<file path="config.mk">
export PLATFORM = sky130hd
export DESIGN_NAME = icache_clock_gate_ctrl_flat
export DESIGN_NICKNAME = d
export VERILOG_FILES = /design/src/rtl/icache_cg_pkg.sv /design/src/rtl/icache_clock_gate_ctrl_if.sv /design/src/rtl/icache_cg_sat_counter.sv /design/src/rtl/icache_clock_gate_ctrl.sv /design/src/flat_wrapper.sv
export SDC_FILE = /design/constraint.sdc
export NUM_CORES = 1
export LEC_CHECK = 0
export CORE_ASPECT_RATIO = 0.7
export CORE_MARGIN = 2
export CORE_UTILIZATION = 31
export DETAILED_ROUTE_END_ITERATION = 8
export PLACE_DENSITY = 0.76
export SYNTH_ARGS = -nofsm -noshare
export SYNTH_HDL_FRONTEND = slang
export SYNTH_SLANG_ARGS = --single-unit
</file>
<file path="constraint.sdc">
create_clock -name clock -period 1.25 [get_ports clock]
set_clock_uncertainty 0.2 [all_clocks]
set_input_delay 0.1875 -clock clock [delete_from_list [all_inputs] [get_ports clock]]
set_output_delay 0.1875 -clock clock [all_outputs]
set_load 0.005 [all_outputs]
</file>
<file path="src/rtl/icache_cg_pkg.sv">
// Shared types and sizing helpers for the icache clock-gate controller.
// Latency: n/a (types and constants only).
// Backpressure: n/a.
package icache_cg_pkg;

    // Encoding matches the state_o debug output.
    typedef enum logic [1:0] {
        CG_OFF  = 2'd0,
        CG_WAKE = 2'd1,
        CG_ON   = 2'd2,
        CG_HOLD = 2'd3
    } cg_state_e;

    // Width of the statistics counter.
    localparam int STATS_W = 32;

    // Width of the settle/hysteresis counter.
    // It is sized for the larger of the two loads and is never narrower than 1 bit.
    function automatic int CG_CNT_W(input int wake_cycles, input int hyst_cycles);
        int m;
        m = (wake_cycles > hyst_cycles) ? wake_cycles : hyst_cycles;
        return (m < 1) ? 1 : $clog2(m + 1);
    endfunction

endpackage

</file>
<file path="src/rtl/icache_clock_gate_ctrl_if.sv">
// Bundles the request and grant signals between the icache clients and the gate controller.
// Latency: n/a (wires only).
// Backpressure: a request is held until ready is returned.
interface icache_clock_gate_ctrl_if #(
    parameter int NREQ = 4
);
    import icache_cg_pkg::*;

    logic [NREQ-1:0]    req;
    logic               force_on;
    logic               stats_clr;
    logic [NREQ-1:0]    ready;
    logic               gate_en;
    logic [1:0]         state_o;
    logic [STATS_W-1:0] gated_cycles;

    // Client side: drives requests and the overrides, and sees grants.
    modport master (
        output req, force_on, stats_clr,
        input  ready, gate_en, state_o, gated_cycles
    );

    // Controller side.
    modport slave (
        input  req, force_on, stats_clr,
        output ready, gate_en, state_o, gated_cycles
    );

endinterface

</file>
<file path="src/rtl/icache_cg_sat_counter.sv">
// Saturating event counter. A clear takes priority over an increment.
// Latency: the count reflects inc/clr one cycle after they are sampled.
// Backpressure: none; the count sticks at all-ones instead of wrapping.
module icache_cg_sat_counter #(
    parameter int W = 32
) (
    input  logic         clock,
    input  logic         reset,
    input  logic         clr,
    input  logic         inc,
    output logic [W-1:0] cnt
);

    // Clear first, then increment while below all-ones.
    always_ff @(posedge clock or posedge reset) begin
        if (reset) begin
            cnt <= '0;
        end else if (clr) begin
            cnt <= '0;
        end else if (inc && (cnt != {W{1'b1}})) begin
            cnt <= cnt + W'(1);
        end
    end

endmodule

</file>
<file path="src/rtl/icache_clock_gate_ctrl.sv">
// Icache clock-gate enable controller: OFF -> WAKE -> ON -> HOLD, with hysteresis before gating off.
// Latency: ready rises WAKE_CYCLES+1 cycles after a request seen in OFF, and 1 cycle after a request seen in HOLD.
// Backpressure: requests are level signals held until ready; grants are shared, not exclusive.
// Optional macro ICACHE_CLOCK_GATE_STATS_EN adds the gated_cycles counter, which counts cycles spent in OFF.
module icache_clock_gate_ctrl
    import icache_cg_pkg::*;
#(
    parameter int NREQ        = 4,
    parameter int WAKE_CYCLES = 2,
    parameter int HYST_CYCLES = 4
) (
    input  logic                    clock,
    input  logic                    reset,
    icache_clock_gate_ctrl_if.slave bus
);

    localparam int CW = CG_CNT_W(WAKE_CYCLES, HYST_CYCLES);
    localparam logic [CW-1:0] WAKE_LD = CW'((WAKE_CYCLES > 0) ? WAKE_CYCLES - 1 : 0);
    localparam logic [CW-1:0] HYST_LD = CW'((HYST_CYCLES > 0) ? HYST_CYCLES - 1 : 0);

    cg_state_e         state;
    logic [CW-1:0]     cnt;
    logic              gate_en_q;
    logic              any;

    assign any = (|bus.req) | bus.force_on;

    // State, counter and gate enable all update together.
    // gate_en has its own flop, so it cannot glitch when several state bits change at once.
    always_ff @(posedge clock or posedge reset) begin
        if (reset) begin
            state     <= CG_OFF;
            cnt       <= '0;
            gate_en_q <= 1'b0;
        end else begin
            case (state)
                CG_OFF: begin
                    if (any) begin
                        gate_en_q <= 1'b1;
                        if (WAKE_CYCLES == 0) begin
                            state <= CG_ON;
                            cnt   <= '0;
                        end else begin
                            state <= CG_WAKE;
                            cnt   <= WAKE_LD;
                        end
                    end
                end
                CG_WAKE: begin
                    // A request that drops here does not abort the wake; ON then falls through to HOLD.
                    if (cnt == '0) begin
                        state <= CG_ON;
                        cnt   <= '0;
                    end else begin
                        cnt <= cnt - CW'(1);
                    end
                end
                CG_ON: begin
                    if (!any) begin
                        if (HYST_CYCLES == 0) begin
                            state     <= CG_OFF;
                            cnt       <= '0;
                            gate_en_q <= 1'b0;
                        end else begin
                            state <= CG_HOLD;
                            cnt   <= HYST_LD;
                        end
                    end
                end
                CG_HOLD: begin
                    // The clock is still running, so a request returns to ON with no wake delay.
                    // This check comes first, so a request wins when the counter reaches zero.
                    if (any) begin
                        state <= CG_ON;
                        cnt   <= '0;
                    end else if (cnt == '0) begin
                        state     <= CG_OFF;
                        cnt       <= '0;
                        gate_en_q <= 1'b0;
                    end else begin
                        cnt <= cnt - CW'(1);
                    end
                end
                default: begin
                    state     <= CG_OFF;
                    cnt       <= '0;
                    gate_en_q <= 1'b0;
                end
            endcase
        end
    end

    assign bus.gate_en = gate_en_q;
    assign bus.state_o = state;
    assign bus.ready   = bus.req & {NREQ{state == CG_ON}};

`ifdef ICACHE_CLOCK_GATE_STATS_EN
    icache_cg_sat_counter #(
        .W (STATS_W)
    ) u_stats (
        .clock (clock),
        .reset (reset),
        .clr   (bus.stats_clr),
        .inc   (state == CG_OFF),
        .cnt   (bus.gated_cycles)
    );
`else
    logic unused_stats_clr;
    assign unused_stats_clr = bus.stats_clr;
    assign bus.gated_cycles = '0;
`endif

endmodule

</file>
<file path="src/flat_wrapper.sv">
// flat-port wrapper written by rule: the top's interface ports become plain ports
module icache_clock_gate_ctrl_flat import icache_cg_pkg::*;
#(
    parameter int NREQ        = 4,
    parameter int WAKE_CYCLES = 2,
    parameter int HYST_CYCLES = 4
)
  (clock, reset, bus_req, bus_force_on, bus_stats_clr, bus_ready, bus_gate_en, bus_state_o, bus_gated_cycles);
  icache_clock_gate_ctrl_if #(.NREQ(NREQ)) bus_i ();
  input  logic clock;
  input  logic reset;
  input wire logic [$bits(bus_i.req)-1:0] bus_req;
  input wire logic [$bits(bus_i.force_on)-1:0] bus_force_on;
  input wire logic [$bits(bus_i.stats_clr)-1:0] bus_stats_clr;
  output wire logic [$bits(bus_i.ready)-1:0] bus_ready;
  output wire logic [$bits(bus_i.gate_en)-1:0] bus_gate_en;
  output wire logic [$bits(bus_i.state_o)-1:0] bus_state_o;
  output wire logic [$bits(bus_i.gated_cycles)-1:0] bus_gated_cycles;
  assign bus_i.req = bus_req;
  assign bus_i.force_on = bus_force_on;
  assign bus_i.stats_clr = bus_stats_clr;
  assign bus_ready = bus_i.ready;
  assign bus_gate_en = bus_i.gate_en;
  assign bus_state_o = bus_i.state_o;
  assign bus_gated_cycles = bus_i.gated_cycles;
  icache_clock_gate_ctrl #(.NREQ(NREQ), .WAKE_CYCLES(WAKE_CYCLES), .HYST_CYCLES(HYST_CYCLES)) u_core (.clock(clock), .reset(reset), .bus(bus_i));
endmodule
</file>
==> summary.txt <==
Die
  – CORE AREA: 1940 sq um
  – Row cnt: 13
  – Die W: 59.2 microns
  – Die Ht: 42.7 microns
  – Number of I/O pins: 47
  – Die Footprint: 2530 sq um
  – Starting Density: 34.2%

Synth
  – Netlist cell types: 29
  – Register area share after synthesis: 22.7%
  – Synthesized area: 662 sq um
  – Yosys Warn Count: 0
  – Synthesized area per cell: 8.71 sq um
  – Synthesized instance count: 76
  – Yosys reg bits: 6

Pwr
  – Switching part of the total power: 38.7%
  – Sequential Power Share: 23.5%
  – P_sw: 490 uW
  – P_int: 776 uW
  – Max VDD drop: 0.322 mV
  – Total power: 1270 uW
  – Clock network power share: 14.4%
  – PD cells: 1220 nW/um^2
  – Comb power frac: 62.1%
  – P_leak: 0.000528 uW

Finish
  – Layout area overhead: 56.1%
  – Layout cell share with drive strength beyond 1: 49.6%
  – Antenna cells: 0
  – FILL cells: 154
  – Final nets: 123

Clock tree
  – CTS Sinks: 6
  – Worst-skew pair later-pin latency: 0.24 ns
  – CTS tree: yes
  – Max Root-Sink Buffers: 2
  – Clock-pin slew on the worst setup and hold paths: 0.04 ns
  – H-tree lvl count: 1
  – CTS buffer count: 3
  – Root Driver: clkbuf_4

Setup path
  – Worst-path maximum fanout: 5
  – Worst Path Required: 0.86 ns
  – CP endpoint kind: primary output
  – Critical Path AT: 1.09 ns
  – Crit start category: flop
  – Worst Reg2Reg Path Length in Cells: 4
  – Crit Path Class: reg -> out

Hold path
  – Hold Path Depth: 4
  – Worst hold path type: in -> reg

Detailed routing
  – DRT iter0 DRCs: 6
  – Routed len/inst: 13.9 microns
  – DR pass1 iterations: 2
  – Final wirelength: 1870 microns
  – Drt drc: 0
  – Vias/cell: 4.34
  – Final ANT Viol Nets: 0
  – Vias: 586

Timing
  – RSZ-0062 raised after global routing: true
  – # setup viols final: 12
  – Final cycle utilization of the critical path: 118%
  – Max Fclk: 675 MHz
  – Sum Neg Setup Slack: -1.84 ns
  – Slew Limit Fails: 0
  – Hold Violations, Final: 0
  – Final worst slack: -0.231 ns
  – Period minus WS final: 1.48 ns

GRT
  – Tot GR Track Use: 14.4%
  – Initial antenna violation count: 0
  – Grt total ovfl: 0
  – Vias in the first global route: 571
  – First-pass GRT wire length: 2750 microns
  – Largest net degree at the start of global routing: 8

Placed design
  – Pre-CTS setup slack: -0.494 ns
  – Post-DP HPWL: 975 microns
  – IO Port Bufs: 13
  – Final GP Congestion: 0.818

Status
  – Failing checks: setup timing
  – Status: complete, but fails checks

Job
  – Max cap viols: 0
-- power by group through the flow --
stage	logic [uW]	registers (uW)	clock network [uW]
after detailed placement	495	282	0
after global routing	838	301	197
final	786	297	182
after global placement	483	279	0
after floorplan	313	307	0
after CTS	642	282	181
-- path summary, 6_finish.rpt --
kind	startpoint	end	slack (ns)
min in group asynchronous	reset	u_core.cnt[1]$_DFFE_PP0P_	0.53
max	u_core.bus.state_o[0]$_DFFE_PP0P_	bus_ready[3]	-0.23
max in group asynchronous	reset	u_core.bus.state_o[0]$_DFFE_PP0P_	0.11
min	bus_force_on	u_core.bus.state_o[1]$_DFFE_PP0P_	0.31
min reg2reg	u_core.bus.gate_en$_DFFE_PP0P_	u_core.bus.gate_en$_DFFE_PP0P_	0.44
max reg2reg	u_core.bus.state_o[0]$_DFFE_PP0P_	u_core.bus.state_o[1]$_DFFE_PP0P_	-0.21
-- worst max-delay path, stage by stage, from the launching register on --
cell     delay [ns]
dfrtp_1        0.41
nor2b_4        0.19
and2_4         0.17
buf_6          0.08
-- state kept, by name (all words and copies together), names as in the netlist --
register	flops
u_core.bus.gate_en	1
u_core.bus.state_o	2
u_core.cnt	3
-- through the flow --
step	hold WS [ns]	utilization, %	cell area (sq um)	instances
CTS	0.318	49.3	955	132
finish	0.314	53.4	1030	135
global route	0.335	53.4	1030	135
global placement	0.213	39.8	771	118
detailed placement	0.220	39.8	771	118
floorplan	-0.222	-	795	107
-- cell families (layout without fill, tap and decap cells) --
group / after synthesis / count (layout) / synth area share (%)
XOR/XNOR: 1 / 1 / 1.32
multiplexers: 1 / 1 / 2.27
AO/OA/AOI/OAI: 13 / 13 / 16.4
AND/OR/NAND/NOR: 16 / 16 / 16.6
other: 1 / 32 / 0.567
flip-flops: 6 / 6 / 22.7
buffers and inverters: 38 / 44 / 40.1
-- cell usage in the layout, fill, tap and decap left out, types with 2 or more instances in the layout --
cell type / Yosys / layout
dfrtp_1: 6 / 6
buf_4: 32 / 13
nor3_2: 0 / 2
clkbuf_4: 0 / 3
nor3_4: 1 / 2
inv_1: 4 / 3
conb_1: 1 / 32
and2_4: 0 / 5
a21oi_2: 1 / 3
dlygate4sd2_1: 0 / 5
buf_6: 0 / 14
-- layout make-up --
| class | count | area [sq um] | share of cell area [%] |
|---|---|---|---|
| Clock buffer | 3 | 22.5 | 2.18 |
| Inverter | 4 | 17.5 | 1.69 |
| Multi-Input combinational cell | 63 | 467 | 45.2 |
| Sequential cell | 6 | 150 | 14.5 |
| Tap cell | 22 | 27.5 | 2.66 |
| Timing Repair Buffer | 37 | 349 | 33.8 |
-- cell usage after synthesis --
cell type / n / share of area (%)
inv_1: 4 / 2.3
nor2b_1: 1 / 0.95
nor3_4: 1 / 2.5
and2_1: 5 / 4.7
xor2_1: 1 / 1.3
a31oi_1: 1 / 0.95
a32o_1: 1 / 1.5
a21oi_2: 1 / 1.3
a41oi_1: 1 / 1.3
nand3_1: 1 / 0.76
conb_1: 1 / 0.57
and2_2: 1 / 1.1
dfrtp_1: 6 / 23
o31ai_1: 1 / 1.1
a21boi_2: 1 / 1.7
buf_2: 2 / 1.5
nor2_1: 1 / 0.57
o21bai_1: 1 / 1.1
a311oi_1: 1 / 1.3
nor3_1: 3 / 2.3
nor3b_1: 1 / 1.1
nor2_4: 1 / 1.7
a21oi_1: 2 / 1.5
o22a_1: 1 / 1.3
o32ai_2: 1 / 2.5
o21ai_1: 1 / 0.76
buf_4: 32 / 36
mux2_4: 1 / 2.3
and3_1: 1 / 0.95
-- repair_timing --
action | 4_1_cts | 5_1_grt
setup endpoints to repair | 13 | 12
hold endpoints to repair | 6 | 0
cloned | 1 | 0
resized for setup | 57 | 12
hold buffers | 1 | 0
pin swaps | 13 | 7
buffers inserted | 9 | 3
-- layer usage --
layer | track usage [%] | up-vias | wire (microns)
met5 | 0 | - | 0
met4 | 5.45 | 0 | 8
met3 | 2.44 | 2 | 61
met2 | 25.9 | 22 | 1030
met1 | 16.9 | 294 | 771
li1 | - | 268 | -
Power figures use the tool's default switching activity.
